## config.mk

```make
export PLATFORM = sky130hd
export DESIGN_NAME = fetch_stage
export DESIGN_NICKNAME = d
export VERILOG_FILES = /design/src/rtl/cpu_pkg.sv /design/src/rtl/fetch_stage_fifo.sv /design/src/rtl/fetch_stage.sv
export SDC_FILE = /design/constraint.sdc
export NUM_CORES = 1
export LEC_CHECK = 0
export ABC_AREA = 1
export BUFFER_PORTS_ARGS = -buffer_cell sky130_fd_sc_hd__buf_2
export CORE_AREA = 10 10 245 247
export DETAILED_ROUTE_END_ITERATION = 12
export DIE_AREA = 0 0 255 257
export PLACE_DENSITY = 0.49
export SLEW_MARGIN = 25
export SYNTH_ARGS = -nofsm -noshare
export SYNTH_HDL_FRONTEND = slang
export SYNTH_SLANG_ARGS = --single-unit
```

## constraint.sdc

```tcl
create_clock -name clk -period 6.1 [get_ports clk]
set_input_delay 0.305 -clock clk [delete_from_list [all_inputs] [get_ports clk]]
set_output_delay 0.305 -clock clk [all_outputs]
set_load 0.1 [all_outputs]
```

## src/rtl/cpu_pkg.sv

```systemverilog
// Shared constants and the fetch buffer entry type used by the fetch stage.
package cpu_pkg;

    localparam int          XLEN      = 32;
    localparam logic [31:0] NOP_INSTR = 32'hE0000000;
    localparam int          PC_STEP   = 4;
    localparam int          PC_OFS_D  = 8;

    typedef struct packed {
        logic [XLEN-1:0] instr;
        logic [XLEN-1:0] pc;
    } fetch_entry_t;

endpackage

```

## src/rtl/fetch_stage_fifo.sv

```systemverilog
// Synchronous FIFO with clear; DEPTH must be a power of two so pointers wrap by overflow.
module fetch_fifo #(
    parameter int  DEPTH = 2,
    parameter type T     = logic [31:0]
) (
    input  logic                   clk,
    input  logic                   reset,
    input  logic                   clr,
    input  logic                   push,
    input  logic                   pop,
    input  T                       din,
    output T                       dout,
    output logic [$clog2(DEPTH):0] count
);

    localparam int AW = $clog2(DEPTH);

    T                mem_r [DEPTH];
    logic [AW-1:0]   wr_ptr_r;
    logic [AW-1:0]   rd_ptr_r;
    logic [AW:0]     count_r;

    // Pointer and occupancy bookkeeping
    always_ff @(posedge clk) begin
        if (reset || clr) begin
            wr_ptr_r <= {AW{1'b0}};
            rd_ptr_r <= {AW{1'b0}};
            count_r  <= {(AW+1){1'b0}};
        end else begin
            if (push) wr_ptr_r <= wr_ptr_r + AW'(1'b1);
            if (pop)  rd_ptr_r <= rd_ptr_r + AW'(1'b1);
            count_r <= count_r + (AW+1)'(push) - (AW+1)'(pop);
        end
    end

    // Entry storage
    always_ff @(posedge clk) begin
        if (push && !(reset || clr)) mem_r[wr_ptr_r] <= din;
    end

    assign dout  = mem_r[rd_ptr_r];
    assign count = count_r;

endmodule

```

## src/rtl/fetch_stage.sv

```systemverilog
// Instruction fetch with credit-limited in-order memory requests, a return buffer
// that discards stale responses after a redirect, and the IF/ID pipeline register.
module fetch_stage
    import cpu_pkg::*;
#(
    parameter int              BITS     = 32,
    parameter logic [BITS-1:0] RESET_PC = {BITS{1'b0}},
    parameter int              DEPTH    = 2
) (
    input  logic            clk,
    input  logic            reset,
    input  logic            StallF,
    input  logic            StallD,
    input  logic            FlushD,
    input  logic            BranchTakenE,
    input  logic [BITS-1:0] BranchTargetE,
    output logic            ImemReq,
    output logic [BITS-1:0] ImemAddr,
    input  logic            ImemGnt,
    input  logic            ImemRValid,
    input  logic [BITS-1:0] ImemRData,
    output logic [BITS-1:0] InstrD,
    output logic [BITS-1:0] PCPlus8D,
    output logic            ValidD
);

    localparam int CW = $clog2(DEPTH) + 1;

    logic [BITS-1:0] pcf_r;
    logic [CW-1:0]   drop_r;
    logic [BITS-1:0] instr_r;
    logic [BITS-1:0] pc8_r;
    logic            valid_r;

    // The PC queue occupancy is exactly the number of requests in flight
    logic [CW-1:0]   inflight_s;
    logic [CW-1:0]   data_count_s;
    logic [BITS-1:0] pcq_head_s;
    fetch_entry_t    data_head_s;
    fetch_entry_t    rsp_entry_s;
    fetch_entry_t    take_entry_s;
    logic            data_empty_s;
    logic            grant_s;
    logic            rsp_s;
    logic            acc_s;
    logic            take_s;
    logic            pop_s;
    logic            push_s;

    // Request credit, response classification and IF/ID source selection
    always_comb begin
        data_empty_s      = (data_count_s == {CW{1'b0}});
        ImemReq           = !reset && !StallF && !BranchTakenE &&
                            (({1'b0, inflight_s} + {1'b0, data_count_s}) < (CW+1)'(DEPTH));
        grant_s           = ImemReq && ImemGnt;
        rsp_s             = ImemRValid && (inflight_s != {CW{1'b0}});
        acc_s             = rsp_s && (drop_r == {CW{1'b0}}) && !BranchTakenE;
        rsp_entry_s.instr = XLEN'(ImemRData);
        rsp_entry_s.pc    = XLEN'(pcq_head_s);
        take_s            = !reset && !FlushD && !StallD && !BranchTakenE &&
                            (!data_empty_s || acc_s);
        pop_s             = take_s && !data_empty_s;
        // An accepted word goes straight to IF/ID when the buffer is empty
        push_s            = acc_s && !(take_s && data_empty_s);
        if (data_empty_s) begin
            take_entry_s = rsp_entry_s;
        end else begin
            take_entry_s = data_head_s;
        end
    end

    fetch_fifo #(.DEPTH(DEPTH), .T(logic [BITS-1:0])) u_pc_queue (
        .clk   (clk),
        .reset (reset),
        .clr   (1'b0),
        .push  (grant_s),
        .pop   (rsp_s),
        .din   (pcf_r),
        .dout  (pcq_head_s),
        .count (inflight_s)
    );

    fetch_fifo #(.DEPTH(DEPTH), .T(fetch_entry_t)) u_data_fifo (
        .clk   (clk),
        .reset (reset),
        .clr   (BranchTakenE),
        .push  (push_s),
        .pop   (pop_s),
        .din   (rsp_entry_s),
        .dout  (data_head_s),
        .count (data_count_s)
    );

    // Fetch PC and count of responses still owed by requests older than a redirect
    always_ff @(posedge clk) begin
        if (reset) begin
            pcf_r  <= RESET_PC;
            drop_r <= {CW{1'b0}};
        end else if (BranchTakenE) begin
            pcf_r  <= BranchTargetE;
            drop_r <= inflight_s - CW'(rsp_s);
        end else begin
            if (grant_s) pcf_r <= pcf_r + BITS'(PC_STEP);
            if (rsp_s && (drop_r != {CW{1'b0}})) drop_r <= drop_r - CW'(1'b1);
        end
    end

    // IF/ID register: flush beats stall, otherwise load or insert a bubble
    always_ff @(posedge clk) begin
        if (reset || FlushD) begin
            valid_r <= 1'b0;
            instr_r <= BITS'(NOP_INSTR);
            pc8_r   <= {BITS{1'b0}};
        end else if (StallD) begin
            valid_r <= valid_r;
        end else if (take_s) begin
            valid_r <= 1'b1;
            instr_r <= BITS'(take_entry_s.instr);
            pc8_r   <= BITS'(take_entry_s.pc) + BITS'(PC_OFS_D);
        end else begin
            valid_r <= 1'b0;
            instr_r <= BITS'(NOP_INSTR);
            pc8_r   <= {BITS{1'b0}};
        end
    end

    assign ImemAddr = pcf_r;
    assign InstrD   = instr_r;
    assign PCPlus8D = pc8_r;
    assign ValidD   = valid_r;

endmodule

```

==> results.md, run 1 <==
* Post-synth top cells: nand2_1 (504), edfxtp_1 (192), dfxtp_1 (109), nand3_1 (108), inv_1 (99)
* Clock Tree Root: clkbuf_16
* Crit end category: flop
* Max transition margin at 34.9%
* Design Power at 5.28 mW
* Mapped Area at 13700 µm²
* N_diodes at 0
* GRT Total Usage at 11.7%
* Worst Path Arrival at 3.70 ns
* FF+latch area at 7950 µm²
* Fillers at 5778
* FF+latch count, synth at 301
* Mapped Nets at 1572
* Avg Inst Size Synth at 9.15 µm²
* First-pass GRT wire length at 60300 µm
* Area grow syn2layout at 21.5%
* Placed cells at 2311
* Ys async rst share at 0%
* Setup WS post-layout at 2.85 ns
* Worst slack, placed at 2.42 ns
* Post-Route WL at 39500 µm
* CTS max path bufs at 3
* Mapped Cells at 1493
* Clock skew at 0.0208 ns
* Htree depth at 2
* Clk sinks at 301
* CTS Buf Count at 36
* Initial DRC Count at 541
* Total number of vias at 10500
* Die H at 257 µm
* Final Setup Violations at 0
* DIE AREA at 65500 µm²
* Hold/Removal Path Class: in2reg
* # port buffers at 169
* Final Hold Fails at 0
* Non-filler cells, final at 2412
* Hold_ws at 0.0331 ns
* Largest net degree at the start of global routing at 68
* Final Cell Area at 16600 µm²
* Worst-path fanout max at 36
* Max IR drop VDD at 0.000184 V
* Util after Layout at 30.2%
* # rows at 86
* CP cell instances: inv_2 -> buf_4 -> nand2_1 -> nand2_1 -> nand2_1 -> nand2_1 -> ha_1 -> nand2_2 -> nor2_4 -> nand3b_1 -> o21ai_0 -> nand3_1 -> a21oi_1
* Fmax at 0.307 GHz
* Post-DP HPWL at 26600 µm
* Slew Limit Fails at 0
* Vias per inst at 4.35
* Fraction of layout cells with a size suffix above 1 at 19.0%
* Most frequent cell after synthesis: nand2_1
* Initial antenna violation count at 0
* Post-CTS resize count at 0
* Crit path kind: reg2reg
* Post-synth EDFFs at 192
* Nets at 1760
* Synth top area share at 42.2%
* Drt first pass iters at 5
* Multi-input logic area at 4910 µm²
* DRT antenna net count at 0
* Minimum clock period at 3.25 ns
* Top_reg_cell synth: edfxtp_1
* Dpl cell area at 15100 µm²
* Slowest stage cell, crit path: inv_2
* Vias in the first global route at 10200
* TNS Setup at 0 ns
* Final GP Congestion at 0.826
* Core area at 54900 µm²
* Initial Utilization at 24.9%
* Residual DRC count at 0
* Outcome: complete, no violations
* Min-Delay Startpoint: BranchTargetE[1]
* Yosys cell types at 46
* CTS tree: yes
* LEAKAGE at 6.49 nW
* Max Cap Viol at 0
* Skew-Pair Late Insertion Delay at 0.54 ns
* Ys Warns at 0
* Worst path max stage delay at 0.67 ns
* RSZ-0062 raised after global routing: false
* Largest area contributor in the netlist: edfxtp_1
* Sequential element share of the synthesized area at 58.2%
* Ports at 170
* Die Wd at 255 µm
* Worst Max-Slew Pin Slew at 0.977 ns
* Top cells by area, synth: edfxtp_1 (42%), dfxtp_1 (16%), nand2_1 (14%)
* Overflow after GRT at 0
* Power per cell area at 318 nW/µm²
* Fin crit share at 53.3%
* Startpoint Class: flop
* Post-DR wirelength/cell at 16.4 µm
* Worst path most repeated cell: nand2_1
* Critical path data required time at 6.55 ns
* Clock transition at path regs at 0.05 ns
[report_power, final]
group,switching [mW],internal (mW),total (mW)
registers,0.0466,2.26,2.31
clock network,0.845,1.26,2.10
logic,0.640,0.223,0.864
[sequential cells by signal, summed over array words and instances (netlist names), named ones only]
| register | count |
|---|---|
| u_data_fifo.count | 2 |
| u_data_fifo.wr_ptr_r | 1 |
| u_pc_queue.rd_ptr_r | 1 |
| drop_r | 2 |
| PCPlus8D | 32 |
| ValidD | 1 |
| u_data_fifo.rd_ptr_r | 1 |
| u_pc_queue.mem_r | 64 |
| u_data_fifo.mem_r | 128 |
| InstrD | 32 |
| u_pc_queue.wr_ptr_r | 1 |
| u_pc_queue.count | 2 |
| ImemAddr | 32 |
[cell type report]
type | count | area share (%)
tap | 704 | 5.31
clock buffer | 49 | 5.91
timing repair buffer | 218 | 7.86
clock inverter | 16 | 1.02
inverter | 106 | 2.41
sequential | 301 | 47.9
multi-input combinational | 1018 | 29.6
[placed cells by master (no fill, tap or decap), drive strengths merged]
cell | netlist | routed
clkinv | 1 | 11
edfxtp | 192 | 192
nand2 | 545 | 545
nand3 | 114 | 114
dlygate4sd3 | 0 | 36
mux2i | 1 | 1
inv | 105 | 107
and2 | 9 | 9
nand3b | 2 | 2
ha | 6 | 6
xnor2 | 4 | 4
o21ai | 38 | 38
xor2 | 21 | 21
clkbuf | 32 | 49
nor4 | 1 | 1
fa | 1 | 1
a22o | 1 | 1
a31oi | 16 | 16
o21a | 4 | 4
clkinvlp | 0 | 1
or2 | 4 | 4
a221oi | 5 | 5
a21oi | 91 | 91
bufinv | 0 | 3
buf | 36 | 182
o21bai | 2 | 2
nor3 | 10 | 10
a22oi | 1 | 1
nand4 | 6 | 6
o211ai | 33 | 33
dfxtp | 109 | 109
o22ai | 3 | 3
nor2 | 100 | 100
[worst max-delay path, delay by kind of cell (launching register included)]
kind / cells / cell delay (ns)
buf+inv: 2 / 1.14
fa+ha+maj: 1 / 0.20
simple gates: 8 / 0.91
compound gates: 2 / 0.37
flops: 1 / 0.54
[final timing paths]
path                        to  slack, ns  cells past startpoint
setup reg to reg  PCPlus8D[21]       2.85                     13
hold reg to reg    PCPlus8D[2]       0.45                      2
setup / recovery  PCPlus8D[21]       2.85                     13
hold / removal     ImemAddr[1]       0.03                      3
[what timing repair did]
| item | 4_1_cts | 5_1_grt |
|---|---|---|
| buffers inserted | 0 | 0 |
| endpoints found under the hold margin | 68 | 0 |
| hold buffers | 36 | 0 |
[kinds of logic after synthesis]
| logic type | count (synthesis) | share of synthesized area (%) |
|---|---|---|
| AO/OA/AOI/OAI | 194 | 8.29 |
| AND/OR/NAND/NOR | 791 | 25.1 |
| multiplexers | 1 | 0.0733 |
| buffers and inverters | 174 | 5.99 |
| flip-flops | 301 | 58.2 |
| XOR/XNOR | 25 | 1.60 |
| adder cells (fa/ha/maj) | 7 | 0.696 |
[per-layer routing]
| layer | global-route usage, % | vias to the layer above | part of all wire [%] |
|---|---|---|---|
| met3 | 2.32 | 51 | 4.9 |
| met1 | 15.9 | 4835 | 48 |
| met5 | 0 | - | 0 |
| met4 | 3.52 | 0 | 2.0 |
| li1 | - | 5358 | - |
| met2 | 18.6 | 237 | 45 |
Power figures use the tool's default switching activity.
==> inputs of run 2 (changes only) <==
- clock period: 6.1 -> 2.9 ns (I/O delays scaled with it)
==> results.md, run 2 (same netlist as run 1, synthesis figures left out) <==
* Post-CTS setup buffers at 0 (unchanged)
* Ports at 170 (unchanged)
* DRT antenna net count at 0 (unchanged)
* Die Wd at 255 µm (unchanged)
* Biggest register: u_data_fifo.mem_r
* Worst Max-Slew Pin Slew at 0.746 ns (-0.231 ns)
* GRT Total Usage at 11.9% (+0.18 points)
* Vias per inst at 4.37 (+0.58%)
* Min-Delay Startpoint: BranchTakenE
* Overflow after GRT at 0 (unchanged)
* Crit end category: flop
* Startpoint Class: flop
* Htree depth at 2 (unchanged)
* Most common cell after layout, fill and taps aside: nand2_1
* Minimum clock period at 2.44 ns (-0.809 ns)
* Clk sinks at 301 (unchanged)
* Max transition margin at 50.3% (+15 points)
* Sequential fraction of design power at 41.3% (-2.5 points)
* R2r setup slk at 0.46 ns (-2.39 ns)
* Post-CTS resize count at 0 (unchanged)
* Crit. Startpoint: u_data_fifo.count[0]
* Worst Path Arrival at 2.67 ns (-1.03 ns)
* Outcome: complete, no violations
* Die H at 257 µm (unchanged)
* Post-Route WL at 39500 µm (+0.11%)
* Most frequent cells in the layout: nand2_1 (504), edfxtp_1 (192), buf_2 (169)
* Fillers at 5686 (-1.6%)
* Switch Pwr at 3.29 mW (+120%)
* Post-cts hold buffer count at 66 (+83%)
* Fmax at 0.409 GHz (+33%)
* Total number of vias at 10700 (+2.5%)
* Hold/Removal Path Class: in2reg
* Sw frac at 28.0% (-1.0 points)
* Clock skew at 0.0139 ns (-0.00687 ns)
* Reg-to-Reg End: u_pc_queue.mem_r[1][27]
* Fin crit share at 84.3% (+31 points)
* CTS max path bufs at 3 (unchanged)
* Cell-internal power at 8.47 mW (+130%)
* Vias in the first global route at 10600 (+3.9%)
* Placed cells at 2324 (+0.56%)
* Dpl cell area at 15300 µm² (+1.1%)
* Hold Path Sink: ImemAddr[3]
* Power per cell area at 682 nW/µm² (+110%)
* Core area at 54900 µm² (unchanged)
* Clock transition at path regs at 0.06 ns (about the same)
* Worst-path fanout max at 32 (-11%)
* Skew-Pair Late Insertion Delay at 0.54 ns (about the same)
* Hold Path Cell Cnt at 4 (+1)
* CTS Buf Count at 37 (+2.8%)
* Post-DR wirelength/cell at 16.1 µm (-1.7%)
* Cells on worst reg2reg path at 9 (-4)
* Critical path data required time at 3.13 ns (-3.42 ns)
* Area grow syn2layout at 26.3%
* CTS tree: yes
* Initial antenna violation count at 0 (unchanged)
* Initial Utilization at 24.9% (unchanged)
* Largest net degree at the start of global routing at 65 (-4.4%)
* Nets at 1804 (+2.5%)
* Fraction of layout cells with a size suffix above 1 at 20.0% (+0.99 points)
* Post-DP HPWL at 27300 µm (+2.3%)
* Biggest registers after layout: u_data_fifo.mem_r (128), u_pc_queue.mem_r (64)
* RSZ-0062 raised after global routing: false
* Max reg flops at 128 (unchanged)
* Max IR drop VDD at 0.000329 V (+79%)
* Final Cell Area at 17200 µm² (+3.9%)
* Proportion of power drawn by the clock network at 42.8% (+2.9 points)
* Final Setup Violations at 0 (unchanged)
* Final GP Congestion at 0.860 (+4.1%)
* Slew Limit Fails at 0 (unchanged)
* # rows at 86 (unchanged)
* Drt first pass iters at 5 (unchanged)
* First-pass GRT wire length at 61600 µm (+2.1%)
* Final Hold Fails at 0 (unchanged)
* # port buffers at 169 (unchanged)
* LEAKAGE at 6.79 nW (+4.6%)
* Non-filler cells, final at 2457 (+1.9%)
* Residual DRC count at 0 (unchanged)
* RR Startpoint: u_data_fifo.count[0]
* N_diodes at 0 (unchanged)
* DIE AREA at 65500 µm² (unchanged)
* Clock Tree Root: clkbuf_16
* Crit path kind: reg2reg
* Initial DRC Count at 598 (+11%)
* Max Cap Viol at 0 (unchanged)
* Combinational share of power at 16.0% (-0.4 points)
run 2: cell types whose count changed in the layout (fill, tap and decap cells not counted), moves of 2 or more:
cell | before | now
buf_4 | 13 | 22
clkbuf_8 | 1 | 4
nor3_4 | 0 | 2
dfxtp_1 | 108 | 106
nor3_2 | 2 | 0
dlygate4sd3_1 | 36 | 66
clkinv_2 | 7 | 5
bufinv_16 | 3 | 7
buf_12 | 0 | 4
clkbuf_1 | 11 | 5
clkbuf_16 | 37 | 39
dfxtp_2 | 1 | 3
run 2: power groups by stage:
| stage | registers, mW | clock network, mW | logic [mW] |
|---|---|---|---|
| 3_3_place_gp | 4.94 | 0 | 1.81 |
| 2_1_floorplan | 5.13 | 0 | 1.15 |
| 5_1_grt | 4.87 | 5.34 | 2.09 |
| 4_1_cts | 4.85 | 5.19 | 1.90 |
| 3_5_place_dp | 4.94 | 0 | 1.82 |
| 6_report | 4.85 | 5.03 | 1.88 |
run 2: worst max-delay path: stages, from the launching register on:
cell	delay (ns)
dfxtp_2	0.36
nand2_1	0.06
inv_1	0.06
fa_1	0.41
nor3_1	0.17
nand2_1	0.12
nor2_2	0.27
inv_1	0.25
nor2_2	0.19
buf_12	0.23
run 2: layout make-up:
type | count | area [µm²] | area share, %
Tap cell | 704 | 881 | 5.11
Clock inverter | 19 | 284 | 1.65
Sequential cell | 301 | 7950 | 46.1
Clock buffer | 48 | 1050 | 6.09
Multi-Input combinational cell | 1018 | 4930 | 28.6
Inverter | 106 | 400 | 2.32
Timing Repair Buffer | 261 | 1750 | 10.2
run 2: how the worst max path moves through the flow:
stage	slack [ns]	cells after the start	end
floorplan	-0.36	9	u_pc_queue.mem_r[0][0]
global placement	0.39	9	u_pc_queue.mem_r[1][27]
detailed placement	0.41	9	u_pc_queue.mem_r[1][27]
CTS	0.38	9	u_pc_queue.mem_r[1][27]
global route	0.20	14	PCPlus8D[29]
finish	0.46	9	u_pc_queue.mem_r[1][27]
run 2: stage by stage:
stage          TNS [ns]  power [mW]  hold WS (ns)  setup WS [ns]  utilization [%]
4_1_cts               0        11.9        0.0469          0.383             31.4
5_1_grt               0        12.3        0.0872          0.200             31.4
2_1_floorplan    -49.85        6.28         0.244         -0.361                -
3_5_place_dp          0        6.76         0.360          0.411             27.8
6_report              0        11.8        0.0625          0.456             31.4
3_3_place_gp          0        6.75         0.354          0.386             27.8
run 2: metal layers:
layer	global-route usage (%)	part of all wire, %	vias to the layer above
li1	-	-	5442
met1	16.3	49	4985
met2	18.5	44	253
met3	2.34	5.2	58
met4	3.79	2.3	0
met5	0	0	-
